### src/rtl/reg_wb_buffer.sv
// In-order writeback queue feeding the register file write port, with two bypass lookups.
// Optional feature macro REG_WB_BYPASS_EN builds the bypass comparators; otherwise hits/data are tied to 0.
module reg_wb_buffer #(
  parameter int DEPTH = 4,
  parameter int DW    = 16,
  parameter int AW    = 4
) (
  input  logic                       clk,
  input  logic                       reset,
  input  logic                       in_valid,
  output logic                       in_ready,
  input  logic [AW-1:0]              in_addr,
  input  logic [DW-1:0]              in_data,
  input  logic                       drain_en,
  output logic                       rf_we,
  output logic [AW-1:0]              rf_wa,
  output logic [DW-1:0]              rf_wd,
  input  logic [AW-1:0]              RA1,
  input  logic [AW-1:0]              RA2,
  output logic                       byp1_hit,
  output logic [DW-1:0]              byp1_data,
  output logic                       byp2_hit,
  output logic [DW-1:0]              byp2_data,
  output logic [$clog2(DEPTH+1)-1:0] count
);

  localparam int PW = $clog2(DEPTH);
  localparam int CW = $clog2(DEPTH+1);

  typedef enum logic [1:0] {
    EMPTY   = 2'd0,
    PARTIAL = 2'd1,
    FULL    = 2'd2
  } occ_t;

  logic [AW-1:0] mem_addr [DEPTH];
  logic [DW-1:0] mem_data [DEPTH];
  logic [PW-1:0] wr_ptr;
  logic [PW-1:0] rd_ptr;
  occ_t          occ;
  logic          push;
  logic          pop;

  // Occupancy is purely a view of count; there is no separate state register.
  always_comb begin
    occ = PARTIAL;
    if (count == '0)
      occ = EMPTY;
    else if (count == CW'(DEPTH))
      occ = FULL;
  end

  assign in_ready = (occ != FULL);
  assign rf_we    = (occ != EMPTY) && drain_en;
  assign push     = in_valid && in_ready;
  assign pop      = rf_we;
  assign rf_wa    = rf_we ? mem_addr[rd_ptr] : '0;
  assign rf_wd    = rf_we ? mem_data[rd_ptr] : '0;

  always_ff @(posedge clk) begin
    if (reset) begin
      wr_ptr <= '0;
      rd_ptr <= '0;
      count  <= '0;
    end else begin
      if (push) begin
        mem_addr[wr_ptr] <= in_addr;
        mem_data[wr_ptr] <= in_data;
        wr_ptr           <= wr_ptr + 1'b1;
      end
      if (pop)
        rd_ptr <= rd_ptr + 1'b1;
      case ({push, pop})
        2'b10:   count <= count + 1'b1;
        2'b01:   count <= count - 1'b1;
        default: count <= count;
      endcase
    end
  end

`ifdef REG_WB_BYPASS_EN
  // Walk oldest to youngest so a later match overrides; the youngest match wins.
  function automatic logic [DW:0] lookup(input logic [AW-1:0] ra);
    logic [DW:0]   res;
    logic [PW-1:0] idx;
    res = '0;
    for (int i = 0; i < DEPTH; i++) begin
      idx = rd_ptr + PW'(i);
      if ((CW'(i) < count) && (mem_addr[idx] == ra))
        res = {1'b1, mem_data[idx]};
    end
    return res;
  endfunction

  always_comb begin
    {byp1_hit, byp1_data} = lookup(RA1);
    {byp2_hit, byp2_data} = lookup(RA2);
  end
`else
  assign byp1_hit  = 1'b0;
  assign byp1_data = '0;
  assign byp2_hit  = 1'b0;
  assign byp2_data = '0;
`endif

endmodule

### config.mk
export PLATFORM = sky130hd
export DESIGN_NAME = reg_wb_buffer
export DESIGN_NICKNAME = d
export VERILOG_FILES = /design/src/rtl/reg_wb_buffer.sv
export SDC_FILE = /design/constraint.sdc
export NUM_CORES = 1
export LEC_CHECK = 0
export CORE_MARGIN = 1
export CORE_UTILIZATION = 51
export CTS_BUF_LIST = sky130_fd_sc_hd__clkbuf_2
export DETAILED_ROUTE_END_ITERATION = 8
export GPL_ROUTABILITY_DRIVEN = 0
export PLACE_DENSITY = 0.82
export SKIP_CTS_REPAIR_TIMING = 1
export SLEW_MARGIN = 20
export SYNTH_ARGS = -nofsm -noshare
export SYNTH_HDL_FRONTEND = slang
export SYNTH_SLANG_ARGS = --single-unit
### constraint.sdc
create_clock -name clk -period 3.95 [get_ports clk]
set_input_delay 1.185 -clock clk [delete_from_list [all_inputs] [get_ports clk]]
set_output_delay 1.185 -clock clk [all_outputs]
set_load 0.02 [all_outputs]
* Yosys cells after proc, flatten, opt, wreduce, memory -nomap -nowiden
Memories as Yosys holds them, arrays and structs flattened. A register that Yosys moved wholly into a read port is not among the register bits.
Index checks and enable logic that the tools add are counted.
** Storage, ports and cells
- Register bits :: 7
- Memory bits (writable) :: 80
- Memories :: 2
** Memory list
- mem_data :: words 4, width 16, rd ports 1, clocked after Yosys merged registers in 1, write ports 1, RTL line 37 : logic [DW-1:0] mem_data [DEPTH];
- mem_addr :: words 4, width 4, rd ports 1, clocked after Yosys merged registers in 1, write ports 1, RTL line 36 : logic [AW-1:0] mem_addr [DEPTH];
** Operators by class
- Add/subtract/negate cells :: 4
- Equality and inequality tests :: 4
- Multiplexer cells :: 12
- Reductions and logical operators :: 5
** Operators by type and width (number)
- 2-to-1 mux 16 bit :: 1
- 2-to-1 mux 2 bit :: 6
- case mux 3 bit (2 select lines) :: 1
- adder 2 x 1 -> 2 bit (second input constant) :: 2
- 2-to-1 mux 4 bit :: 1
- nonzero test 2 bit :: 2
- adder 3 x 1 -> 3 bit (second input constant) :: 1
- equality test 3 bit (second input constant) :: 1
- zero test 3 bit :: 1
- 2-to-1 mux 1 bit :: 3
- subtractor 3 x 1 -> 3 bit (second input constant) :: 1
- equality test 2 x 1 -> 1 bit (second input constant) :: 1
- equality test 2 bit (second input constant) :: 1
- logical AND 1 bit :: 2
- != test 2 bit (second input constant) :: 1

* Logic depth before layout (Yosys ltp)
Gate-level depths: netlist (run 1).
- Word-level depth :: 8
- Gate-level depth with buffers :: 9
- Gate-level depth less buffers :: 9

* Least setup slack after synthesis (run 1)
Ideal clock, no wire load.
- Path kind :: input-to-reg
- Start :: in in_valid
- End :: mem mem_addr[1][0] (enable)
- Setup time :: 0.427 ns
- Data arrival time :: 2.953 ns
- Required time :: 3.523 ns
- Setup slack :: 0.571 ns
- Stages :: 3
- Path buffers :: 0
- Cells stage by stage :: and2_4 inv_1 nor3b_1
** Between the ends
- Longest elaborated chain between the ends :: 4
** RTL lines
- start: declaration :: RTL line 10 : input logic in_valid,
- logical AND 1 bit :: RTL line 55 : assign push = in_valid && in_ready;
- 2-to-1 mux 1 bit :: RTL line 66 : if (push) begin
- 2-to-1 mux 1 bit :: RTL line 61 : if (reset) begin
- 2-to-1 mux 1 bit (implied by the code) :: RTL line 67 : mem_addr[wr_ptr] <= in_addr;
- end: declaration :: RTL line 36
Every way passes these cells.

==> run_results.csv, run 1 <==
group,metric,value,unit
run_status,outcome,"complete, no violations",
global_routing,grt_pass1_wl,9320,µm
logic_synthesis,muxShareOfSynthArea,0.127,
clock_tree,cts_tree,"built",
logic_synthesis,synth_simple_gate_area_share,0.0600,
logic_synthesis,synth_area_leader_cell,"edfxtp_1",
clock_tree,htreeDepth,3,
routing,drt-wirelength-per-cell,17.5,µm
setup_path,cp_max_fo,16,
place,placed_area,4290,µm²
final_layout,multi_input_area,1040,µm²
logic_synthesis,synthesis.area,3750,µm²
global_routing,overflow,0,
global_routing,grt_use_total,0.174,
sta,fmax,267,MHz
clock_tree,insertion_delay,0.52,ns
die,core,6940,µm²
sta,hold_viol_final,0,
final_layout,antenna_cells,0,
die,ioPinCount,91,
die,die_h,87.8,µm
place,dp.cells,355,
setup_path,cpMaxStageDelayCell,"dfxtp_1",
setup_path,crit_arrival,2.56,ns
place,dp_hpwl,3920,µm
clock_tree,cts-root-buf,"clkbuf_2",
flow_run,max_cap_violations,0,
final_layout,utilization,0.647,
sta,tightest_slew,0.664,ns
sta,drv_slew,0,
die,chipWidth,87.8,µm
sta,finClkSkew,0.0260,ns
routing,wirelength,6590,µm
die,placementRows,30,
logic_synthesis,synth_xor_area_frac,0.00934,
setup_path,setup.worst_path.class,"reg2out",
setup_path,crit_path_start_kind,"register",
setup_path,cp_slowest_stage_delay,0.60,ns
routing,firstDrtPassIters,4,
hold_path,hold_path.class,"reg2reg",
logic_synthesis,synth_top_area_frac,0.640,
routing,final_antenna_net_count,0,
logic_synthesis,synth_compound_area_frac,0.00967,
sta,rsz0062_at_grt,"no",
setup_path,cp_num_buf_inv,2,
routing,drc,0,
setup_path,worstPathCellList,"buf_12 -> mux4_2 -> nor2b_1 -> clkdlybuf4s50_1",
power_and_ir_drop,power_density,550,nW/µm²
logic_synthesis,syn_area_per_cell,17.7,µm²
final_layout,drive_above_1_share,0.203,
setup_path,critPathTopFamily,"buffers and inverters",
clock_tree,clockBufferDepth,2,
sta,period_share,0.947,
final_layout,num-fill-cells,490,
place,io_buffers,48,
logic_synthesis,synth_seq_cells,89,
logic_synthesis,synthAdderAreaFrac,0.0220,
power_and_ir_drop,peakVddDrop,283,µV
logic_synthesis,yosysWarnings,0,
clock_tree,clkTransAtPathRegs,0.22,ns
setup_path,end_kind,"primary output",
final_layout,nNetsFinal,314,
logic_synthesis,synth_top_family_by_area,"multiplexers",
final_layout,final_area,4500,µm²
final_layout,syn2layout_area_growth,19.8,%
final_layout,fin_cells,377,
routing,vias,1911,
final_layout,final_common_cell,"edfxtp_1",
logic_synthesis,ys_seq_area_frac,0.688,
setup_path,cp.required,2.76,ns
die,dieArea,7700,µm²
sta,period_minus_slack,3.74,ns
sta,finalSetupTns,0,ns
clock_tree,cts_sinks,89,
global_routing,grt_max_degree,23,
final_layout,mostFrequentLayoutCells,"edfxtp_1 (80), clkdlybuf4s50_1 (36), conb_1 (34)",
power_and_ir_drop,p_leak,1.70,nW
routing,routed_via_density,5.07,
logic_synthesis,ys_types,24,
logic_synthesis,synth_cells,212,
routing,drt-initial-drc-count,74,
global_routing,grt_antenna_before_repair,0,
die,start_util,0.540,
final_layout,seq_area,2580,µm²
clock_tree,cts_made_buffers,9,
sta,setup_viol,0,
sta,slew_headroom,0.555,
global_routing,grt_pass1_vias,1862,
logic_synthesis,synth_area_leaders,"edfxtp_1 (64%), mux4_2 (12%), buf_4 (6.8%)",
[per-layer routing]
layer / global-route usage / up-vias / part of all wire
met4: 0.0939 / 0 / 0.026
li1: - / 852 / -
met2: 0.302 / 77 / 0.52
met5: 0 / - / 0
met3: 0.0339 / 17 / 0.038
met1: 0.205 / 965 / 0.41
[tightest hold or removal path, delay by kind of cell, from the launching register on]
| kind | cells | cell delay, ns |
|---|---|---|
| and+or+nand+nor | 1 | 0.08 |
| DFF | 1 | 0.40 |
| muxes | 1 | 0.06 |
[synthesized netlist by cell type (all sizes together)]
| cell type | count |
|---|---|
| mux2 | 1 |
| nor3b | 4 |
| inv | 7 |
| ha | 5 |
| edfxtp | 80 |
| nor2 | 8 |
| nand2b | 2 |
| fa | 1 |
| and2 | 1 |
| or3b | 1 |
| mux2i | 1 |
| or3 | 1 |
| mux4 | 20 |
| xor2 | 4 |
| o31ai | 1 |
| o311ai | 1 |
| a21oi | 2 |
| o21ai | 1 |
| conb | 1 |
| clkbuf | 5 |
| buf | 36 |
| dfxtp | 9 |
| nor2b | 20 |
[area by class of cell]
| cell class | count | share of cell area |
|---|---|---|
| Inverter | 7 | 0.00584 |
| Multi-Input combinational cell | 110 | 0.232 |
| Clock buffer | 10 | 0.0111 |
| Tap cell | 96 | 0.0267 |
| Sequential cell | 89 | 0.574 |
| Timing Repair Buffer | 59 | 0.135 |
| Clock inverter | 6 | 0.0148 |
[path summary, 6_finish.rpt]
| check | from | end | slack [ns] | depth (start not counted) |
|---|---|---|---|---|
| worst max-delay path | register | rf_wd[9] | 0.21 | 4 |
| worst min-delay path | wr_ptr[1] | wr_ptr[1] | 0.56 | 2 |
| worst max register to register | count[2] | count[2] | 1.08 | 9 |
| worst min register to register | wr_ptr[1] | wr_ptr[1] | 0.56 | 2 |
[where the power goes]
| group | total, mW | switching, mW | internal (mW) |
|---|---|---|---|
| combinational | 0.845 | 0.411 | 0.435 |
| clock | 0.450 | 0.300 | 0.150 |
| sequential | 1.18 | 0.0770 | 1.10 |
| total | 2.47 | 0.788 | 1.68 |
[cells by family (layout without fill, tap and decap cells)]
kind of cell / after synthesis / in the layout
fa+ha+maj: 6 / 6
mux: 22 / 22
simple gates: 37 / 37
buf+inv: 48 / 82
other cells: 1 / 34
xor+xnor: 4 / 4
compound gates: 5 / 7
flops: 89 / 89
[state kept, by name (all words and copies together), names as in the netlist, named ones only]
register and cells:
wr_ptr 2, mem_addr 16, rd_ptr 2, mem_data 64, count 3
[through the flow]
| step | hold WS, ns | total power [mW] | worst slack (ns) |
|---|---|---|---|
| CTS | 0.560 | 2.43 | -0.104 |
| detailed placement | 0.516 | 1.99 | -0.108 |
| global placement | 0.500 | 1.97 | -0.0958 |
| finish | 0.559 | 2.47 | 0.209 |
| floorplan | 0.481 | 1.70 | 0.571 |
| global route | 0.593 | 2.59 | 0.0354 |
(Power assumes the default switching activity.)
==> inputs of run 2 (changes only) <==
--- a/config.mk
+++ b/config.mk
@@ -5,11 +5,13 @@
 export SDC_FILE = /design/constraint.sdc
 export NUM_CORES = 1
 export LEC_CHECK = 0
+export CAP_MARGIN = 15
 export CORE_MARGIN = 1
 export CORE_UTILIZATION = 51
 export CTS_BUF_LIST = sky130_fd_sc_hd__clkbuf_2
 export DETAILED_ROUTE_END_ITERATION = 8
 export GPL_ROUTABILITY_DRIVEN = 0
+export MAX_ROUTING_LAYER = met4
 export PLACE_DENSITY = 0.82
 export SKIP_CTS_REPAIR_TIMING = 1
 export SLEW_MARGIN = 20
==> run_results.csv, run 2 (same netlist as run 1, synthesis figures left out) <==
group,metric,value,unit
hold_path,min_to,"wr_ptr[1]",
setup_path,cp.required,2.76,ns
final_layout,final_common_cell,"edfxtp_1",
clock_tree,insertion_delay,0.53,ns
die,chipWidth,87.8,µm
setup_path,reg2reg_from,"count[2]",
sta,rsz0062_at_grt,"no",
final_layout,syn2layout_area_growth,19.8,%
final_layout,antenna_cells,0,
sta,tightest_slew,0.664,ns
global_routing,overflow,0,
die,core,6940,µm²
final_layout,largest_reg_flops,64,
global_routing,grt_use_total,0.180,
routing,routed_via_density,5.07,
global_routing,grt_pass1_wl,9320,µm
sta,drv_slew,0,
clock_tree,cts_sinks,89,
hold_path,whs_path_depth,2,
setup_path,regToRegSetupSlack,1.08,ns
die,dieArea,7700,µm²
sta,period_minus_slack,3.75,ns
sta,fmax,267,MHz
clock_tree,clockBufferDepth,2,
sta,finClkSkew,0.0260,ns
power_and_ir_drop,total_power,2.47,mW
power_and_ir_drop,peakVddDrop,286,µV
final_layout,utilization,0.647,
setup_path,reg2reg_to,"count[2]",
clock_tree,cts_tree,"built",
global_routing,grt_antenna_before_repair,0,
routing,final_antenna_net_count,0,
power_and_ir_drop,p_leak,1.70,nW
routing,firstDrtPassIters,4,
sta,period_share,0.948,
clock_tree,htreeDepth,3,
setup_path,setup.worst_path.class,"reg2out",
power_and_ir_drop,combPwrFrac,0.342,
sta,setup_viol,0,
routing,drt-wirelength-per-cell,17.5,µm
sta,setup_slack,0.205,ns
clock_tree,cts_made_buffers,9,
final_layout,mostFrequentLayoutCells,"edfxtp_1 (80), clkdlybuf4s50_1 (36), conb_1 (34)",
final_layout,reg_top3,"mem_data (64), mem_addr (16), count (3)",
flow_run,max_cap_violations,0,
routing,wirelength,6600,µm
die,start_util,0.540,
clock_tree,clkTransAtPathRegs,0.22,ns
setup_path,reg2reg_depth,9,
sta,slew_headroom,0.554,
die,die_h,87.8,µm
setup_path,cp_max_fo,16,
power_and_ir_drop,seqPwrFrac,0.476,
routing,drt-initial-drc-count,80,
hold_path,min_from,"wr_ptr[1]",
setup_path,crit_path_start_kind,"register",
power_and_ir_drop,power_density,550,nW/µm²
final_layout,drive_above_1_share,0.203,
power_and_ir_drop,clkPwrFrac,0.183,
run_status,outcome,"complete, no violations",
die,ioPinCount,91,
hold_path,hold_path.class,"reg2reg",
global_routing,grt_pass1_vias,1860,
global_routing,grt_max_degree,23,
final_layout,nNetsFinal,314,
power_and_ir_drop,p_int,1.68,mW
place,dp_hpwl,3920,µm
place,post-place-ws,-0.108,ns
setup_path,crit_arrival,2.56,ns
power_and_ir_drop,p_sw_frac,0.319,
sta,hold_viol_final,0,
final_layout,top_register,"mem_data",
place,io_buffers,48,
power_and_ir_drop,p_switching,0.789,mW
routing,drc,0,
die,placementRows,30,
clock_tree,cts-root-buf,"clkbuf_2",
routing,vias,1910,
setup_path,end_kind,"primary output",
[run 2: final cells by class]
class,instances,area [µm²]
Tap cell,96,120
Inverter,7,26.3
Sequential cell,89,2580
Multi-Input combinational cell,110,1040
Clock buffer,10,50.0
Timing Repair Buffer,59,606
Clock inverter,6,66.3
Fill cell,490,2450
[run 2: metal layers]
| metal | GRT usage | up-vias | share of wire |
|---|---|---|---|
| met5 | - | - | 0 |
| met4 | 0.0939 | 0 | 0.027 |
| met1 | 0.205 | 963 | 0.41 |
| met2 | 0.302 | 78 | 0.52 |
| met3 | 0.0368 | 16 | 0.040 |
| li1 | - | 853 | - |
[run 2: stage by stage]
| stage | TNS (ns) | area, µm² | cells | hold WS [ns] |
|---|---|---|---|---|
| floorplan | 0 | 3870 | 245 | 0.481 |
| global placement | -0.798 | 4290 | 355 | 0.500 |
| detailed placement | -0.879 | 4290 | 355 | 0.516 |
| CTS | -0.948 | 4400 | 371 | 0.560 |
| global route | 0 | 4500 | 377 | 0.593 |
| finish | 0 | 4500 | 377 | 0.559 |
[run 2: worst max-delay path by stage]
| stage | from | end |
|---|---|---|
| after detailed placement | drain_en | rf_wd[5] |
| after global routing | register | rf_wd[9] |
| after global placement | drain_en | rf_wd[5] |
| after CTS | drain_en | rf_wd[5] |
| after floorplan | in_valid | mem_addr[1][0] |
| final | register | rf_wd[9] |
[run 2: worst max-delay path, cell delays in order (launching register included)]
cell	delay, ns
dfxtp_1	0.60
buf_12	0.24
mux4_2	0.52
nor2b_1	0.14
clkdlybuf4s50_1	0.55
[run 2: power by group through the flow]
| stage | clock (mW) | combinational [mW] | sequential, mW |
|---|---|---|---|
| after global placement | 0 | 0.798 | 1.17 |
| after global routing | 0.495 | 0.906 | 1.19 |
| after floorplan | 0 | 0.534 | 1.17 |
| after detailed placement | 0 | 0.809 | 1.18 |
| after CTS | 0.458 | 0.814 | 1.16 |
| final | 0.451 | 0.845 | 1.18 |
==> inputs of run 3 (changes only) <==
--- a/config.mk
+++ b/config.mk
@@ -9,6 +9,7 @@
 export CORE_MARGIN = 1
 export CORE_UTILIZATION = 51
 export CTS_BUF_LIST = sky130_fd_sc_hd__clkbuf_2
+export CTS_CLUSTER_DIAMETER = 150
 export DETAILED_ROUTE_END_ITERATION = 8
 export GPL_ROUTABILITY_DRIVEN = 0
 export MAX_ROUTING_LAYER = met4
==> results of run 3 <==
No change in the layout: final DEF, timing and power equal those of run 2.
